## config.mk

```make
export PLATFORM = sky130hd
export DESIGN_NAME = mcht_tx_arb
export DESIGN_NICKNAME = d
export VERILOG_FILES = /design/src/rtl/mcht_tx_arb.sv
export SDC_FILE = /design/constraint.sdc
export NUM_CORES = 1
export LEC_CHECK = 0
export BUFFER_PORTS_ARGS = -buffer_cell sky130_fd_sc_hd__buf_2
export CAP_MARGIN = 40
export CORE_MARGIN = 4
export CORE_UTILIZATION = 40
export CTS_CLUSTER_DIAMETER = 150
export DETAILED_ROUTE_END_ITERATION = 8
export PLACE_DENSITY = 0.67
export SYNTH_ARGS = -nofsm -noshare
export SYNTH_HDL_FRONTEND = slang
export SYNTH_SLANG_ARGS = --single-unit
```

## constraint.sdc

```tcl
create_clock -name CLK_25M -period 1.9 [get_ports CLK_25M]
set_clock_uncertainty 0.15 [all_clocks]
set_input_delay 0.38 -clock CLK_25M [delete_from_list [all_inputs] [get_ports CLK_25M]]
set_output_delay 0.38 -clock CLK_25M [all_outputs]
set_load 0.02 [all_outputs]
```

## src/rtl/mcht_tx_arb.sv

```systemverilog
// Two-requester round-robin frame arbiter feeding a single transmitter.
// Grants in IDLE, pulses TX_VLD in SEND, waits for TX_DNE (or times out), then idles pGAP_CYC cycles.
module mcht_tx_arb #(
  parameter int pMSG_LEN = 8,
  parameter int pGAP_CYC = 3,
  parameter int pTMO_CYC = 255
) (
  input  logic                CLK_25M,
  input  logic                RST_N,
  input  logic [1:0]          REQ_VLD,
  input  logic [pMSG_LEN-1:0] REQ_MSG0,
  input  logic [pMSG_LEN-1:0] REQ_MSG1,
  output logic [1:0]          REQ_ACK,
  input  logic                HALT,
  input  logic                ERR_CLR,
  output logic                TX_VLD,
  output logic [pMSG_LEN-1:0] TX_MSG,
  input  logic                TX_DNE,
  output logic                BUSY,
  output logic                GNT_ID,
  output logic                TMO_ERR,
  output logic [7:0]          SENT_CNT
);

  localparam int TW = (pTMO_CYC > 1) ? $clog2(pTMO_CYC) : 1;
  localparam int GW = (pGAP_CYC > 1) ? $clog2(pGAP_CYC) : 1;

  typedef enum logic [1:0] {IDLE, SEND, WAIT, GAP} state_t;

  state_t        state;
  logic          last;
  logic [TW-1:0] timer;
  logic [GW-1:0] gap_cnt;
  logic          grant;
  logic          gnt_sel;
  logic          tmo_hit;
  logic          tmo_set;
  state_t        post_wait;

  // On a tie the requester that did not win last time goes first.
  assign gnt_sel   = (REQ_VLD == 2'b11) ? ~last : REQ_VLD[1];
  assign grant     = (state == IDLE) && !HALT && (REQ_VLD != 2'b00);
  assign tmo_hit   = (timer == TW'(pTMO_CYC - 1));
  assign tmo_set   = (state == WAIT) && !TX_DNE && tmo_hit;
  assign post_wait = (pGAP_CYC == 0) ? IDLE : GAP;

  // The ack is a same-cycle handshake; gating with RST_N keeps it quiet during reset.
  assign REQ_ACK = (grant && RST_N) ? (gnt_sel ? 2'b10 : 2'b01) : 2'b00;
  assign TX_VLD  = (state == SEND);
  assign BUSY    = (state != IDLE);

  always_ff @(posedge CLK_25M or negedge RST_N) begin
    if (!RST_N) begin
      state    <= IDLE;
      last     <= 1'b1;
      timer    <= '0;
      gap_cnt  <= '0;
      TX_MSG   <= '0;
      GNT_ID   <= 1'b0;
      TMO_ERR  <= 1'b0;
      SENT_CNT <= 8'h00;
    end else begin
      case (state)
        IDLE: begin
          if (grant) begin
            TX_MSG <= gnt_sel ? REQ_MSG1 : REQ_MSG0;
            GNT_ID <= gnt_sel;
            last   <= gnt_sel;
            state  <= SEND;
          end
        end
        SEND: begin
          timer <= '0;
          state <= WAIT;
        end
        WAIT: begin
          // TX_DNE takes priority over a timeout landing in the same cycle.
          if (TX_DNE) begin
            SENT_CNT <= SENT_CNT + 8'h01;
            gap_cnt  <= '0;
            state    <= post_wait;
          end else if (tmo_hit) begin
            gap_cnt  <= '0;
            state    <= post_wait;
          end else begin
            timer <= timer + 1'b1;
          end
        end
        GAP: begin
          if (gap_cnt == GW'(pGAP_CYC - 1)) state <= IDLE;
          else                              gap_cnt <= gap_cnt + 1'b1;
        end
        default: state <= IDLE;
      endcase

      if (tmo_set)      TMO_ERR <= 1'b1;
      else if (ERR_CLR) TMO_ERR <= 1'b0;
    end
  end

endmodule

```

==> results.cfg, run 1 <==
[die]
pin_count = 45
die_w_um = 72.6
core_um2 = 4030
start_util_pct = 41.4
die_area_um2 = 5260
core.rowCount = 23
die_h_um = 72.6

[sta]
fin_crit_ps = 2010
period_share_pct = 106
fmax_mhz = 497
setup_viol = 2
hold_ws_ps = 125
worst_slew_pin_slew_ps = 439
slew_viol_final = 0
hold_violations = 0
slew-limit-headroom_pct = 70.7
rsz0062_at_grt = true
finalSetupTns_ps = -211
setup_ws_ps = -111

[synthesis]
ys_seq_area_share_pct = 46.6
syn-instance-count = 155
ys_ff_latch = 31
syn-num-nets = 186
synthesis.area_um2 = 1670
synth_top_cell_by_area = dfrtp_1
synth_area_per_cell_um2 = 10.8
ys_top_cells_by_area = dfrtp_1 (45%), ha_1 (6.0%), mux2i_1 (4.8%)
yosys_warnings = 0
synth_top_area_share_pct = 45.0
synth.distinct_cells = 45

[cts]
cts.path.max_buffers = 2
clk_pin_slew_ps = 70
ctsHtreeMaxLevel = 2
tritoncts = yes
cts_made_buffers = 5
clock_sinks = 31
insertion_delay_ps = 280
clockRootBuffer = clkbuf_8

[route]
wl_mm = 3.78
first_iter_violations = 72
drc = 0
viasPerCell = 5.08
ant_nets = 0
wl_per_cell_um = 13.7
dr_total_vias = 1396
first_pass_iters = 4

[setup_path]
critPathMaxFanout = 2
start_kind = flip-flop
worst_ep_arrival_time_ps = 1480
critPathKind = reg -> out
required_ps = 1370
cp-end-kind = output port

[pwr]
p_per_area_nw_per_um2 = 1440
ir_worst_vdd_v = 0.000638
p_leak_uw = 0.00115
fin_total_pwr_uw = 3300

[finish]
layout_commonest_cell = buf_2
design_area_um2 = 2300
diodes = 0
layout_common_cells = buf_2 (42), dfrtp_1 (30), buf_4 (20)
drive_gt1_share_pct = 43.1
final_net_count = 255
syn_to_final_growth_pct = 38.1
nFillCells = 371
final_core_util_pct = 57.1

[global_route]
grt-ovfl-total = 0
grt_max_degree = 21
track_usage_pct = 15.7
grt_pass1_wl_mm = 6.41
grt_pass1_vias = 1472
antenna_found_initial = 0

[run_status]
status = finished, violations left
failed_checks = setup timing

[placed_design]
postPlaceCellArea_um2 = 2070
place.port_buffers = 44
gp_congestion = 0.816
hpwl_mm = 2.85

[run]
maxCapViolCount = 0

[hold_path]
hold_class = in -> reg
[report_power, final]
group / leakage [uW] / total (uW) / internal [uW] / switching, uW
clock: 0.0000612 / 673 / 424 / 249
combinational: 0.000689 / 1610 / 750 / 864
sequential: 0.000403 / 1020 / 876 / 141
total: 0.00115 / 3300 / 2050 / 1250
[Yosys cell counts (all sizes together)]
| library cell | number |
|---|---|
| and4 | 1 |
| a31oi | 1 |
| o32a | 1 |
| and2 | 1 |
| nand4 | 1 |
| nand2b | 1 |
| buf | 3 |
| nor2b | 3 |
| nor4b | 1 |
| nor3b | 1 |
| or2 | 1 |
| xnor2 | 6 |
| nor2 | 3 |
| mux2 | 3 |
| nand2 | 16 |
| nor3 | 2 |
| a311o | 2 |
| a21boi | 2 |
| a211oi | 1 |
| a21oi | 4 |
| a221o | 1 |
| xor2 | 1 |
| a211o | 2 |
| o2bb2ai | 1 |
| o221ai | 1 |
| o31ai | 1 |
| dfstp | 1 |
| ha | 8 |
| nand3 | 9 |
| dfrtp | 30 |
| a22o | 3 |
| mux2i | 8 |
| o32ai | 1 |
| o21bai | 1 |
| and3b | 1 |
| and3 | 11 |
| and2b | 1 |
| inv | 8 |
| o21ai | 12 |
[critical path, cell delays in order, from the launching register on]
cell	delay, ps
dfrtp_1	360
inv_2	60
ha_4	150
and2b_2	210
buf_4	140
and3_4	160
buf_6	120
[metrics by stage]
stage / cells / setup slack [ps]
2_1_floorplan: 155 / 15.7
3_3_place_gp: 260 / 76.4
3_5_place_dp: 260 / -10.1
4_1_cts: 276 / -124
5_1_grt: 275 / -174
6_report: 275 / -111
[cells by family (layout without fill, tap and decap cells)]
kind of cell    count (synthesis)  count (layout)  share of synthesized area [%]
fa+ha+maj                       8               8                           6.01
xor+xnor                        7               7                           3.68
compound gates                 34              34                           16.7
simple gates                   53              53                           17.3
flops                          31              31                           46.6
buf+inv                        11              81                           2.85
mux                            11              11                           6.83
[layout make-up]
| type | count | area [um^2] | share of cell area [%] |
|---|---|---|---|
| repair buffers | 65 | 393 | 17.1 |
| clock buffers | 6 | 82.6 | 3.59 |
| flip-flops and latches | 31 | 777 | 33.8 |
| multi-input cells | 113 | 921 | 40.0 |
| clock inverters | 2 | 35.0 | 1.52 |
| well taps | 50 | 62.6 | 2.72 |
| inverters | 8 | 30.0 | 1.31 |
[per-layer routing]
metal | vias to the layer above | GRT usage [%] | wire [um]
met3 | 8 | 5.40 | 320
met1 | 648 | 18.8 | 1640
met2 | 47 | 25.8 | 1760
met4 | 0 | 6.56 | 61
met5 | - | 0 | 0
li1 | 693 | - | -
[timing repair]
item                                    CTS  global route
hold buffers                              1             0
buffers inserted                          7             1
endpoints found under the hold margin    30             0
pin swaps                                 1             5
endpoints found under the setup margin    2            10
gates resized for setup                   6             8
[sequential cells by signal, summed over array words and instances (netlist names)]
register and flops:
SENT_CNT 8, TX_MSG 8, last 1, GNT_ID 1
timer 8, state 2, gap_cnt 2, TMO_ERR 1
[final timing paths]
| kind | start | to | slack (ps) | cells past startpoint |
|---|---|---|---|---|
| max in group asynchronous | RST_N | timer[7] | 860 | 3 |
| max reg2reg | state[1] | state[1] | 70 | 7 |
| max | state[1] | REQ_ACK[1] | -110 | 6 |
| min | ERR_CLR | TMO_ERR | 120 | 2 |
| min reg2reg | SENT_CNT[7] | SENT_CNT[7] | 320 | 1 |
| min in group asynchronous | RST_N | GNT_ID | 490 | 3 |
No activity file was read; power rests on OpenSTA's default activity.
==> run 2, diff against run 1 <==
--- a/config.mk
+++ b/config.mk
@@ -11,7 +11,7 @@
 export CORE_UTILIZATION = 40
 export CTS_CLUSTER_DIAMETER = 150
 export DETAILED_ROUTE_END_ITERATION = 8
-export PLACE_DENSITY = 0.67
+export PLACE_DENSITY = 0.65
 export SYNTH_ARGS = -nofsm -noshare
 export SYNTH_HDL_FRONTEND = slang
 export SYNTH_SLANG_ARGS = --single-unit
==> constraint.sdc (replaced) <==
create_clock -name CLK_25M -period 2.6 [get_ports CLK_25M]
set_clock_uncertainty 0.15 [all_clocks]
set_input_delay 0.52 -clock CLK_25M [delete_from_list [all_inputs] [get_ports CLK_25M]]
set_output_delay 0.52 -clock CLK_25M [all_outputs]
set_load 0.02 [all_outputs]
==> run 2 against run 1 <==
Effect of this change: the run now ends clean; sequential cell count is the same; via count decreased by 5.9%; cell count decreased by 6.9%; clock power is 44% lower; power is 39% lower; utilization is 6.4 points lower.
==> results.cfg, run 2 (same netlist as run 1, synthesis figures left out) <==
[run_status]
status = finished, final reports clean

[finish]
final_net_count = 237
layout_common_cells = buf_2 (44), dfrtp_1 (30), nand2_1 (16)
diodes = 0
top_regs = SENT_CNT: 8 flops, TX_MSG: 8 flops, timer: 8 flops
syn_to_final_growth_pct = 22.5
layout_commonest_cell = buf_2
drive_gt1_share_pct = 32.5
nFillCells = 392
design_area_um2 = 2040

[sta]
rsz0062_at_grt = false
fin_crit_ps = 2340
fmax_mhz = 427
slew_viol_final = 0
slew-limit-headroom_pct = 74.0
worst_slew_pin_slew_ps = 391
finalSetupTns_ps = 0
setup_viol = 0
hold_violations = 0
period_share_pct = 90.2

[global_route]
grt_pass1_wl_mm = 5.45
antenna_found_initial = 0
grt-ovfl-total = 0
track_usage_pct = 13.4
grt_pass1_vias = 1276
grt_max_degree = 32

[setup_path]
cpMaxStageDelayCell = dfrtp_1
r2r_setup_slack_ps = 500
rr_worst_depth = 7
critPathMaxFanout = 5
r2r_end = state[1]
path_buf_inv = 2
start_kind = flip-flop
crit_family = flip-flops
r2r-start = state[0]
cp_cell_sequence = inv_1 > ha_1 > and2b_2 > o21ai_2 > nor3b_1 > buf_2
required_ps = 1930
cpPeakStageDelay_ps = 410
critPathKind = reg -> out
cp-end-kind = output port
worst_ep_arrival_time_ps = 1670

[placed_design]
place.port_buffers = 44
postPlaceCellArea_um2 = 1950
gp_congestion = 0.718
hpwl_mm = 2.49

[die]
die_h_um = 72.6
start_util_pct = 41.4
core_um2 = 4030
core.rowCount = 23
die_w_um = 72.6
pin_count = 45
die_area_um2 = 5260

[cts]
ctsHtreeMaxLevel = 2
insertion_delay_ps = 280
clk_pin_slew_ps = 60
tritoncts = yes
cts.path.max_buffers = 2
cts_hold_buf = 0
cts_resized = 0
cts_made_buffers = 5
cts_setup_buffers = 0
clockRootBuffer = clkbuf_8
clock_sinks = 31

[pwr]
ir_worst_vdd_v = 0.000445
p_per_area_nw_per_um2 = 994
p_leak_uw = 0.00105

[route]
first_pass_iters = 4
ant_nets = 0
wl_mm = 3.26
dr_total_vias = 1313
first_iter_violations = 55
drc = 0
wl_per_cell_um = 12.7
viasPerCell = 5.13

[hold_path]
hold_class = in -> async

[run]
maxCapViolCount = 0
## run 2: changes by cell type in the layout (fill, tap and decap cells not counted), moves of 3 or more
cell,change
and3_4,-3
ha_1,+3
and3_1,+3
buf_4,-17
## run 2: where the power goes
group,leakage (uW),switching [uW],internal (uW)
registers,0.000403,117,641
clock network,0.0000470,168,207
logic,0.000596,530,366
total,0.00105,816,1210
## run 2: worst reg2reg max path, stage by stage, from the launching register on
cell and delay (ps):
dfrtp_1 410, inv_1 90, ha_1 250, and2b_2 220
o21ai_2 70, buf_4 190, a211oi_4 260, mux2_1 340
## run 2: routing by layer
layer  track usage (%)  share of wire [%]
met5                 0                  0
met4              6.76                1.7
met3              4.16                7.1
met2              19.8                 43
met1              17.5                 48
## run 2: cell type report
| cell class | count | area [um^2] | share of cell area, % |
|---|---|---|---|
| tap | 50 | 62.6 | 3.06 |
| timing repair buffer | 47 | 243 | 11.9 |
| clock inverter | 1 | 5.00 | 0.245 |
| sequential | 31 | 777 | 38.1 |
| inverter | 8 | 30.0 | 1.47 |
| clock buffer | 6 | 82.6 | 4.04 |
| multi-input combinational | 113 | 842 | 41.2 |
## run 2: stage by stage
| stage | total power, uW | std cells | hold WS (ps) | utilization [%] | setup WS [ps] |
|---|---|---|---|---|---|
| CTS | 2060 | 256 | 153 | 50.7 | 228 |
| global placement | 1670 | 249 | 305 | 48.5 | 539 |
| finish | 2030 | 256 | 136 | 50.7 | 256 |
| global route | 2180 | 256 | 174 | 50.7 | 46.3 |
| detailed placement | 1670 | 249 | 315 | 48.5 | 491 |
| floorplan | 1410 | 155 | 74.4 | - | 200 |
## run 2: worst max-delay path by stage
stage	from	end	slack [ps]	cells past startpoint
after floorplan	state[0]	REQ_ACK[0]	200	6
after global placement	state[0]	state[1]	540	7
after detailed placement	state[0]	state[1]	490	7
after CTS	state[0]	REQ_ACK[0]	230	6
after global routing	state[0]	REQ_ACK[0]	50	6
final	state[0]	REQ_ACK[0]	260	6
